**src/rtl/keccak_rc_lfsr_seq.sv**
```systemverilog
// Sequential Keccak-p round-constant generator built on the rc(t) LFSR, UNROLL rounds per cycle.
// Define KECCAK_RC_SELFCHECK_EN to compare each presented constant against an elaboration-time table.
module keccak_rc_lfsr_seq #(
  parameter int unsigned NUM_ROUNDS   = 24,
  parameter int unsigned LANE_W       = 64,
  parameter int unsigned UNROLL       = 1,
  parameter int unsigned ROUND_OFFSET = 0
) (
  input  logic                       clk_i,
  input  logic                       rst_ni,
  input  logic                       start_i,
  input  logic                       adv_i,
  output logic                       valid_o,
  output logic [7*UNROLL-1:0]        rc_o,
  output logic [LANE_W*UNROLL-1:0]   rc_lane_o,
  output logic [4:0]                 round_idx_o,
  output logic                       last_o,
  output logic                       done_o,
  output logic                       rc_err_o
);

  localparam int unsigned RC_W    = 7 * UNROLL;
  localparam int unsigned END_IDX = ROUND_OFFSET + NUM_ROUNDS;
  localparam logic [5:0]  END_IDX6 = 6'(END_IDX);
  localparam logic [4:0]  UNROLL5  = 5'(UNROLL);
  localparam logic [4:0]  OFFSET5  = 5'(ROUND_OFFSET);

  function automatic logic [7:0] lfsr_step(input logic [7:0] r);
    return {r[6:0], 1'b0} ^ (r[7] ? 8'h71 : 8'h00);
  endfunction

  function automatic logic [7:0] lfsr_adv(input logic [7:0] r, input int unsigned n);
    logic [7:0] s;
    s = r;
    for (int unsigned i = 0; i < n; i++) s = lfsr_step(s);
    return s;
  endfunction

  // Bit 7k+j of the result is rc(j + 7*(ir+k)) when r is the state at round ir.
  function automatic logic [RC_W-1:0] group_rc(input logic [7:0] r);
    logic [7:0]      s;
    logic [RC_W-1:0] rc;
    s  = r;
    rc = '0;
    for (int unsigned i = 0; i < RC_W; i++) begin
      rc[i] = s[0];
      s     = lfsr_step(s);
    end
    return rc;
  endfunction

  function automatic logic [LANE_W-1:0] expand(input logic [6:0] c);
    logic [LANE_W-1:0] l;
    l = '0;
    for (int unsigned b = 0; b < LANE_W; b++)
      for (int unsigned j = 0; j < 7; j++)
        if (b == (32'd1 << j) - 32'd1) l[b] = c[j];
    return l;
  endfunction

  localparam logic [7:0]      SEED       = lfsr_adv(8'h01, 7 * ROUND_OFFSET);
  localparam logic [7:0]      SEED_NEXT  = lfsr_adv(SEED, RC_W);
  localparam logic [RC_W-1:0] RC_FIRST   = group_rc(SEED);
  localparam logic            LAST_FIRST = (UNROLL == NUM_ROUNDS);

  typedef enum logic [1:0] {IDLE, RUN, DONE} state_t;

  state_t          state_q, state_d;
  logic [7:0]      lfsr_q, lfsr_d;
  logic [4:0]      idx_q, idx_d, idx_nxt;
  logic [RC_W-1:0] rc_q, rc_d;
  logic            valid_q, valid_d;
  logic            last_q, last_d;
  logic            done_q, done_d;

  // lfsr_q holds the LFSR state at the start of the group after the one presented.
  always_ff @(posedge clk_i) begin
    if (!rst_ni) begin
      state_q <= IDLE;
      lfsr_q  <= SEED;
      idx_q   <= '0;
      rc_q    <= '0;
      valid_q <= 1'b0;
      last_q  <= 1'b0;
      done_q  <= 1'b0;
    end else begin
      state_q <= state_d;
      lfsr_q  <= lfsr_d;
      idx_q   <= idx_d;
      rc_q    <= rc_d;
      valid_q <= valid_d;
      last_q  <= last_d;
      done_q  <= done_d;
    end
  end

  always_comb begin
    state_d = state_q;
    lfsr_d  = lfsr_q;
    idx_d   = '0;
    rc_d    = '0;
    valid_d = 1'b0;
    last_d  = 1'b0;
    done_d  = 1'b0;
    idx_nxt = idx_q + UNROLL5;
    unique case (state_q)
      IDLE: state_d = IDLE;
      RUN: begin
        if (!adv_i) begin
          valid_d = 1'b1;
          rc_d    = rc_q;
          idx_d   = idx_q;
          last_d  = last_q;
        end else if (last_q) begin
          state_d = DONE;
          done_d  = 1'b1;
        end else begin
          lfsr_d  = lfsr_adv(lfsr_q, RC_W);
          rc_d    = group_rc(lfsr_q);
          idx_d   = idx_nxt;
          valid_d = 1'b1;
          last_d  = (({1'b0, idx_nxt} + {1'b0, UNROLL5}) == END_IDX6);
        end
      end
      DONE:    state_d = IDLE;
      default: state_d = IDLE;
    endcase
    // start wins over adv in every state, including an abort of a running permutation
    if (start_i) begin
      state_d = RUN;
      lfsr_d  = SEED_NEXT;
      idx_d   = OFFSET5;
      rc_d    = RC_FIRST;
      valid_d = 1'b1;
      last_d  = LAST_FIRST;
      done_d  = 1'b0;
    end
  end

  assign valid_o     = valid_q;
  assign rc_o        = rc_q;
  assign round_idx_o = idx_q;
  assign last_o      = last_q;
  assign done_o      = done_q;

  always_comb begin
    rc_lane_o = '0;
    for (int unsigned k = 0; k < UNROLL; k++)
      rc_lane_o[k*LANE_W +: LANE_W] = expand(rc_q[7*k +: 7]);
  end

`ifdef KECCAK_RC_SELFCHECK_EN
  function automatic logic [32*7-1:0] gen_table();
    logic [32*7-1:0] t;
    logic [7:0]      s;
    t = '0;
    s = 8'h01;
    for (int unsigned i = 0; i < 32 * 7; i++) begin
      t[i] = s[0];
      s    = lfsr_step(s);
    end
    return t;
  endfunction

  localparam logic [32*7-1:0] RC_TABLE = gen_table();

  logic err_q;
  logic mism_c;

  always_comb begin
    mism_c = 1'b0;
    for (int unsigned k = 0; k < UNROLL; k++)
      if (valid_q && (rc_q[7*k +: 7] != RC_TABLE[7*(32'(idx_q) + k) +: 7])) mism_c = 1'b1;
  end

  always_ff @(posedge clk_i) begin
    if (!rst_ni)      err_q <= 1'b0;
    else if (start_i) err_q <= 1'b0;
    else if (mism_c)  err_q <= 1'b1;
  end

  assign rc_err_o = err_q;
`else
  assign rc_err_o = 1'b0;
`endif

endmodule
```
**config.mk**
```make
export PLATFORM = sky130hd
export DESIGN_NAME = keccak_rc_lfsr_seq
export DESIGN_NICKNAME = d
export VERILOG_FILES = /design/src/rtl/keccak_rc_lfsr_seq.sv
export SDC_FILE = /design/constraint.sdc
export NUM_CORES = 1
export LEC_CHECK = 0
export CELL_PAD_IN_SITES_DETAIL_PLACEMENT = 0
export CELL_PAD_IN_SITES_GLOBAL_PLACEMENT = 1
export CORE_UTILIZATION = 26
export DETAILED_ROUTE_END_ITERATION = 8
export PLACE_DENSITY = 0.74
export SKIP_LAST_GASP = 1
export SYNTH_ARGS = -nofsm -noshare
export SYNTH_HDL_FRONTEND = slang
export SYNTH_SLANG_ARGS = --single-unit
export TNS_END_PERCENT = 1
```
**constraint.sdc**
```tcl
create_clock -name clk_i -period 1.78 [get_ports clk_i]
set_input_delay 0.356 -clock clk_i [delete_from_list [all_inputs] [get_ports clk_i]]
set_output_delay 0.356 -clock clk_i [all_outputs]
set_load 0.005 [all_outputs]
```
==> results.py, run 1 <==
metrics = {
    "run_status": {
        "outcome": "finished with violations",
        "violations": "design-rule violations",
    },
    "floorplan": {
        "die_area_um2": 7109,
        "die_h_um": 84.32,
        "io_pins": 84,
        "rows": 29,
        "die_x_um": 84.32,
        "start_util_pct": 27.28,
        "core-area_um2": 6459,
    },
    "timing": {
        "clock.fmax_mhz": 575.0,
        "drv_slew": 0,
        "period_share_pct": 97.71,
        "setup_violations": 0,
        "final-hold-violation-count": 0,
        "rsz0062_at_grt": "yes",
        "setup_ws_ps": 40.73,
        "fin_setup_tns_ps": 0,
        "whs_ps": 539.1,
        "layout_min_cycle_time_ps": 1739,
        "fin_skew_ps": 5.327,
    },
    "worst_setup_path": {
        "cp.required_ps": 1420,
        "path_max_fanout": 7,
        "setup.worst_path.start_class": "register",
        "crit_type": "register to primary output",
        "critical_path.top_delay_family": "buffers and inverters",
        "cp.depth": 2,
        "cp_num_buf_inv": 2,
        "cp_slowest_cell": "clkdlybuf4s50_1",
        "critPathArrivalTime_ps": 1380,
        "rr_worst_depth": 7,
        "end_kind": "primary output",
        "max_stage_delay_ps": 500,
        "crit_chain": "buf_4 -> clkdlybuf4s50_1",
    },
    "final_layout": {
        "final_core_util_pct": 30.38,
        "nets": 243,
        "diodes": 0,
        "area_growth_pct": 11.36,
        "final_cells": 312,
        "drive_gt1_share_pct": 11.49,
    },
    "power": {
        "leakage_nw": 0.8317,
        "ir_drop_mv": 0.1666,
        "p_per_area_nw_per_um2": 548.7,
    },
    "clock_tree": {
        "htreeDepth": 1,
        "cts.sinks": 25,
        "clock_latency_ps": 280,
        "cts.clk_slew.worst_paths_ps": 90,
        "cts_tree": "built",
        "cts_hold_buf": 0,
        "cts_buffers": 3,
        "cts.path.max_buffers": 2,
        "postCtsSetupRepairBufs": 0,
        "cts-resized-gates": 0,
        "clockRootBuffer": "clkbuf_8",
    },
    "synth": {
        "synth_warnings": 0,
        "ys_ff_latch": 25,
        "yosys.cell_count.top_type": "buf_4",
        "synth_area_per_cell_um2": 8.429,
        "synth.area.top_cells": "dfxtp_1 28%, buf_4 28%, xnor2_1 5.5%, nor2_1 4.0%, a22oi_1 3.0%",
        "syn_inst": 209,
        "synth_commonest_cells": "65 x buf_4, 25 x dfxtp_1, 19 x nor2_1",
        "synth_flop_cell": "dfxtp_1",
        "ys_seq_area_share_pct": 28.41,
        "synth.largest_area_cell": "dfxtp_1",
        "synth_edf_count": 0,
        "netlist_area_um2": 1762,
        "async_flop_share_pct": 0,
        "yosysTopAreaCellShare_pct": 28.41,
        "synth.distinct_cells": 40,
    },
    "worst_hold_path": {
        "min_path_cells": 2,
        "hp-class": "register to register",
    },
    "route": {
        "firstDrtPassIters": 6,
        "ant_nets": 0,
        "drt_iter0_drc": 38,
        "drc": 2,
        "avgRoutedWirePerCell_um": 9.615,
        "via_per_inst": 3.987,
        "drt-total-wl_um": 3000,
        "vias": 1244,
    },
    "global_routing": {
        "grt_usage_pct": 8.354,
        "grt_max_degree": 16,
        "first_global_vias": 1015,
        "grt_pass1_wl_um": 4698,
        "antenna_found_initial": 0,
        "globalRoute.totalOverflow": 0,
    },
    "placement": {
        "gp_congestion": 0.7490,
        "dp_cells": 308,
        "io_buffers": 25,
        "place_ws_ps": 8.677,
        "dpl.hpwl_um": 2314,
    },
    "run": {
        "maxCapViolations": 0,
    },
}
## per-layer routing
metal / global-route usage, % / vias to the layer above / wire length, µm
met3: 1.377 / 5 / 150
met2: 12.52 / 53 / 1352
met5: 0 / - / 0
li1: - / 616 / -
met4: 5.172 / 0 / 70
met1: 11.18 / 570 / 1426
## cells by family after synthesis
logic type / after synthesis / share of synthesized area [%]
simple gates: 49 / 14.13
other cells: 1 / 0.2129
buf+inv: 78 / 30.82
flops: 25 / 28.41
xor+xnor: 17 / 9.659
mux: 5 / 2.912
compound gates: 31 / 11.72
fa+ha+maj: 3 / 2.131
## through the flow
step	area [µm²]	power [mW]
floorplan	1991	0.7823
global placement	1912	0.7391
detailed placement	1912	0.7401
CTS	1961	1.093
global route	1962	1.122
finish	1962	1.076
## flip-flops by register name, summed over array words and instances (netlist names)
signal and flops:
done_o 1, last_o 1, lfsr_q 8, rc_o 7
round_idx_o 5, state_q 2, valid_o 1
## final cells by class
class | instances | area (µm²)
timing repair buffer | 39 | 355.3
clock inverter | 1 | 7.507
inverter | 4 | 15.01
sequential | 25 | 501.7
tap | 77 | 96.34
multi-input combinational | 163 | 944.7
fill | 696 | 4497
clock buffer | 3 | 41.29
## worst paths after layout
check                 startpoint        endpoint  slack, ps
setup / recovery  round_idx_o[1]  round_idx_o[1]         40
hold / removal    round_idx_o[1]  round_idx_o[1]        540
setup reg to reg  round_idx_o[0]          last_o        120
hold reg to reg   round_idx_o[1]  round_idx_o[1]        540
## report_power, final
group	internal (mW)	total, mW	switching, mW	leakage, nW
combinational	0.0645	0.145	0.0803	0.606
clock	0.159	0.348	0.189	0.0217
sequential	0.571	0.584	0.0130	0.204
## cell usage in the layout, fill, tap and decap left out, types with 2 or more instances in the layout
cell type,count
dfxtp_1,24
clkdlybuf4s50_1,25
nand2_1,8
xor2_1,4
a31oi_1,3
nand3_1,2
xnor2_1,11
a21oi_1,10
nor2_1,19
nand2b_1,5
mux2i_1,4
inv_1,3
o21a_1,2
o21ai_0,3
buf_4,14
ha_1,2
a22oi_1,7
conb_1,58
clkbuf_8,3
nor2b_1,4
or3_1,2
## worst register-to-register path: stages, from the launching register on
cell and delay [ps]:
dfxtp_2 360, inv_1 80, ha_4 290, nor3_1 40, or4b_1 470, o311ai_1 120, o211ai_2 140, a21oi_2 110
Power figures use the tool's default switching activity.
==> run 2, diff against run 1 <==
CORE_UTILIZATION = 27   (was 26)
CTS_BUF_LIST = sky130_fd_sc_hd__clkbuf_4   (was default)
PLACE_DENSITY = 0.77   (was 0.74)
SLEW_MARGIN = 10   (was default)
==> results.py, run 2 (synthesized netlist as in run 1, its figures left out) <==
metrics = {
    "final_layout": {
        "layout_common_cells": "58 x conb_1, 25 x clkdlybuf4s50_1, 23 x dfxtp_1, 19 x nor2_1, 15 x buf_4",
        "largest_reg_flops": 8,
        "n_fill_cell": 680,
        "finalInstanceArea_um2": 1952,
        "multi_input_comb_area_um2": 944.7,
        "mostFrequentLayoutCell": "conb_1",
        "area_growth_pct": 10.80,
        "diodes": 0,
        "regMostFlops": "lfsr_q",
        "nets": 244,
        "drive_gt1_share_pct": 12.29,
        "seqCellArea_um2": 503.0,
    },
    "floorplan": {
        "die_x_um": 82.78,
        "io_pins": 84,
        "die_h_um": 82.78,
        "start_util_pct": 27.90,
        "die_area_um2": 6852,
        "core-area_um2": 6314,
        "rows": 29,
    },
    "placement": {
        "gp_congestion": 0.7930,
        "postPlaceCellArea_um2": 1919,
        "dpl.hpwl_um": 2369,
        "io_buffers": 25,
    },
    "power": {
        "ir_drop_mv": 0.2188,
        "leakage_nw": 0.8344,
        "p_per_area_nw_per_um2": 504.7,
    },
    "run": {
        "maxCapViolations": 0,
    },
    "timing": {
        "clock.fmax_mhz": 569.9,
        "setup_violations": 0,
        "rsz0062_at_grt": "yes",
        "fin_skew_ps": 4.986,
        "drv_slew": 0,
        "period_share_pct": 98.57,
        "fin_setup_tns_ps": 0,
        "final-hold-violation-count": 0,
        "layout_min_cycle_time_ps": 1755,
    },
    "clock_tree": {
        "clock_latency_ps": 310,
        "cts_hold_buf": 0,
        "cts_buffers": 3,
        "cts.path.max_buffers": 2,
        "htreeDepth": 1,
        "cts.sinks": 25,
        "clockRootBuffer": "clkbuf_4",
        "cts_tree": "built",
        "cts.clk_slew.worst_paths_ps": 120,
    },
    "route": {
        "drt_iter0_drc": 76,
        "avgRoutedWirePerCell_um": 9.661,
        "via_per_inst": 4.054,
        "firstDrtPassIters": 6,
        "ant_nets": 0,
        "drc": 4,
        "vias": 1269,
        "drt-total-wl_um": 3024,
    },
    "worst_setup_path": {
        "rr_worst_depth": 7,
        "crit_type": "register to primary output",
        "path_max_fanout": 10,
        "startpoint": "round_idx_o[4]",
        "max_stage_delay_ps": 560,
        "r2r_slack_ps": 110,
        "critPathArrivalTime_ps": 1400,
        "cp.depth": 1,
        "end_kind": "primary output",
        "cp.required_ps": 1420,
        "cp_slowest_cell": "clkdlybuf4s50_1",
        "cp_num_buf_inv": 1,
        "reg2reg_from": "round_idx_o[0]",
        "crit_chain": "clkdlybuf4s50_1",
        "setup.worst_path.start_class": "register",
        "rr_endpoint": "last_o",
        "crit_end": "round_idx_o[4]",
        "critical_path.top_delay_family": "buffers and inverters",
    },
    "global_routing": {
        "globalRoute.totalOverflow": 0,
        "first_global_vias": 1088,
        "grt_usage_pct": 9.141,
        "antenna_found_initial": 0,
        "grt_max_degree": 14,
        "grt_pass1_wl_um": 4809,
    },
    "run_status": {
        "outcome": "finished with violations",
        "violations": "design-rule violations",
    },
    "worst_hold_path": {
        "hp-class": "register to register",
    },
}
run 2: cell count changes in the layout (fill, tap and decap cells not counted):
cell        previous run  this run
buf_4                 14        15
clkbuf_4               0         4
clkbuf_8               3         0
clkinvlp_4             1         0
dfxtp_1               24        23
dfxtp_2                1         2
run 2: area by class of cell:
cell class	count	area share [%]
clock buffer	4	1.538
sequential	25	25.77
tap	77	4.936
multi-input combinational	163	48.40
inverter	4	0.7692
timing repair buffer	40	18.59
run 2: what timing repair did:
item | in CTS | in global routing
pin swaps | 0 | 0
buffers inserted | 0 | 0
cloned | 0 | 0
gates resized for setup | 1 | 1
setup endpoints to repair | 1 | 5
run 2: metal layers:
layer	wire length (µm)	vias to the layer above	track usage (%)
li1	-	616	-
met1	1319	586	10.86
met2	1438	63	15.98
met3	202	4	0.8743
met4	63	0	5.172
met5	0	-	0
run 2: how the worst min path moves through the flow:
stage / end / cells past startpoint / from
6_report: round_idx_o[1] / 2 / round_idx_o[1]
5_1_grt: round_idx_o[1] / 2 / round_idx_o[1]
4_1_cts: round_idx_o[1] / 2 / round_idx_o[1]
3_5_place_dp: rc_o[4] / 2 / rc_o[4]
3_3_place_gp: rc_o[4] / 2 / rc_o[4]
2_1_floorplan: lfsr_q[0] / 1 / rst_ni
run 2: power breakdown:
group / leakage, nW / switching (mW) / total [mW] / internal, mW
registers: 0.204 / 0.0127 / 0.584 / 0.571
logic: 0.612 / 0.0793 / 0.143 / 0.0638
clock network: 0.0184 / 0.155 / 0.258 / 0.103
total: 0.834 / 0.247 / 0.985 / 0.738
run 2: stage by stage:
stage / worst slack [ps] / hold WS [ps] / utilization, % / total power [mW] / instances
after CTS: 13.72 / 532.3 / 30.90 / 1.006 / 313
after global routing: -58.01 / 561.4 / 30.92 / 1.051 / 313
after global placement: 28.62 / 515.6 / 30.40 / 0.7376 / 309
final: 25.39 / 528.0 / 30.92 / 0.9852 / 313
after detailed placement: 38.73 / 537.4 / 30.40 / 0.7377 / 309
after floorplan: 4.456 / 432.2 / - / 0.7823 / 266
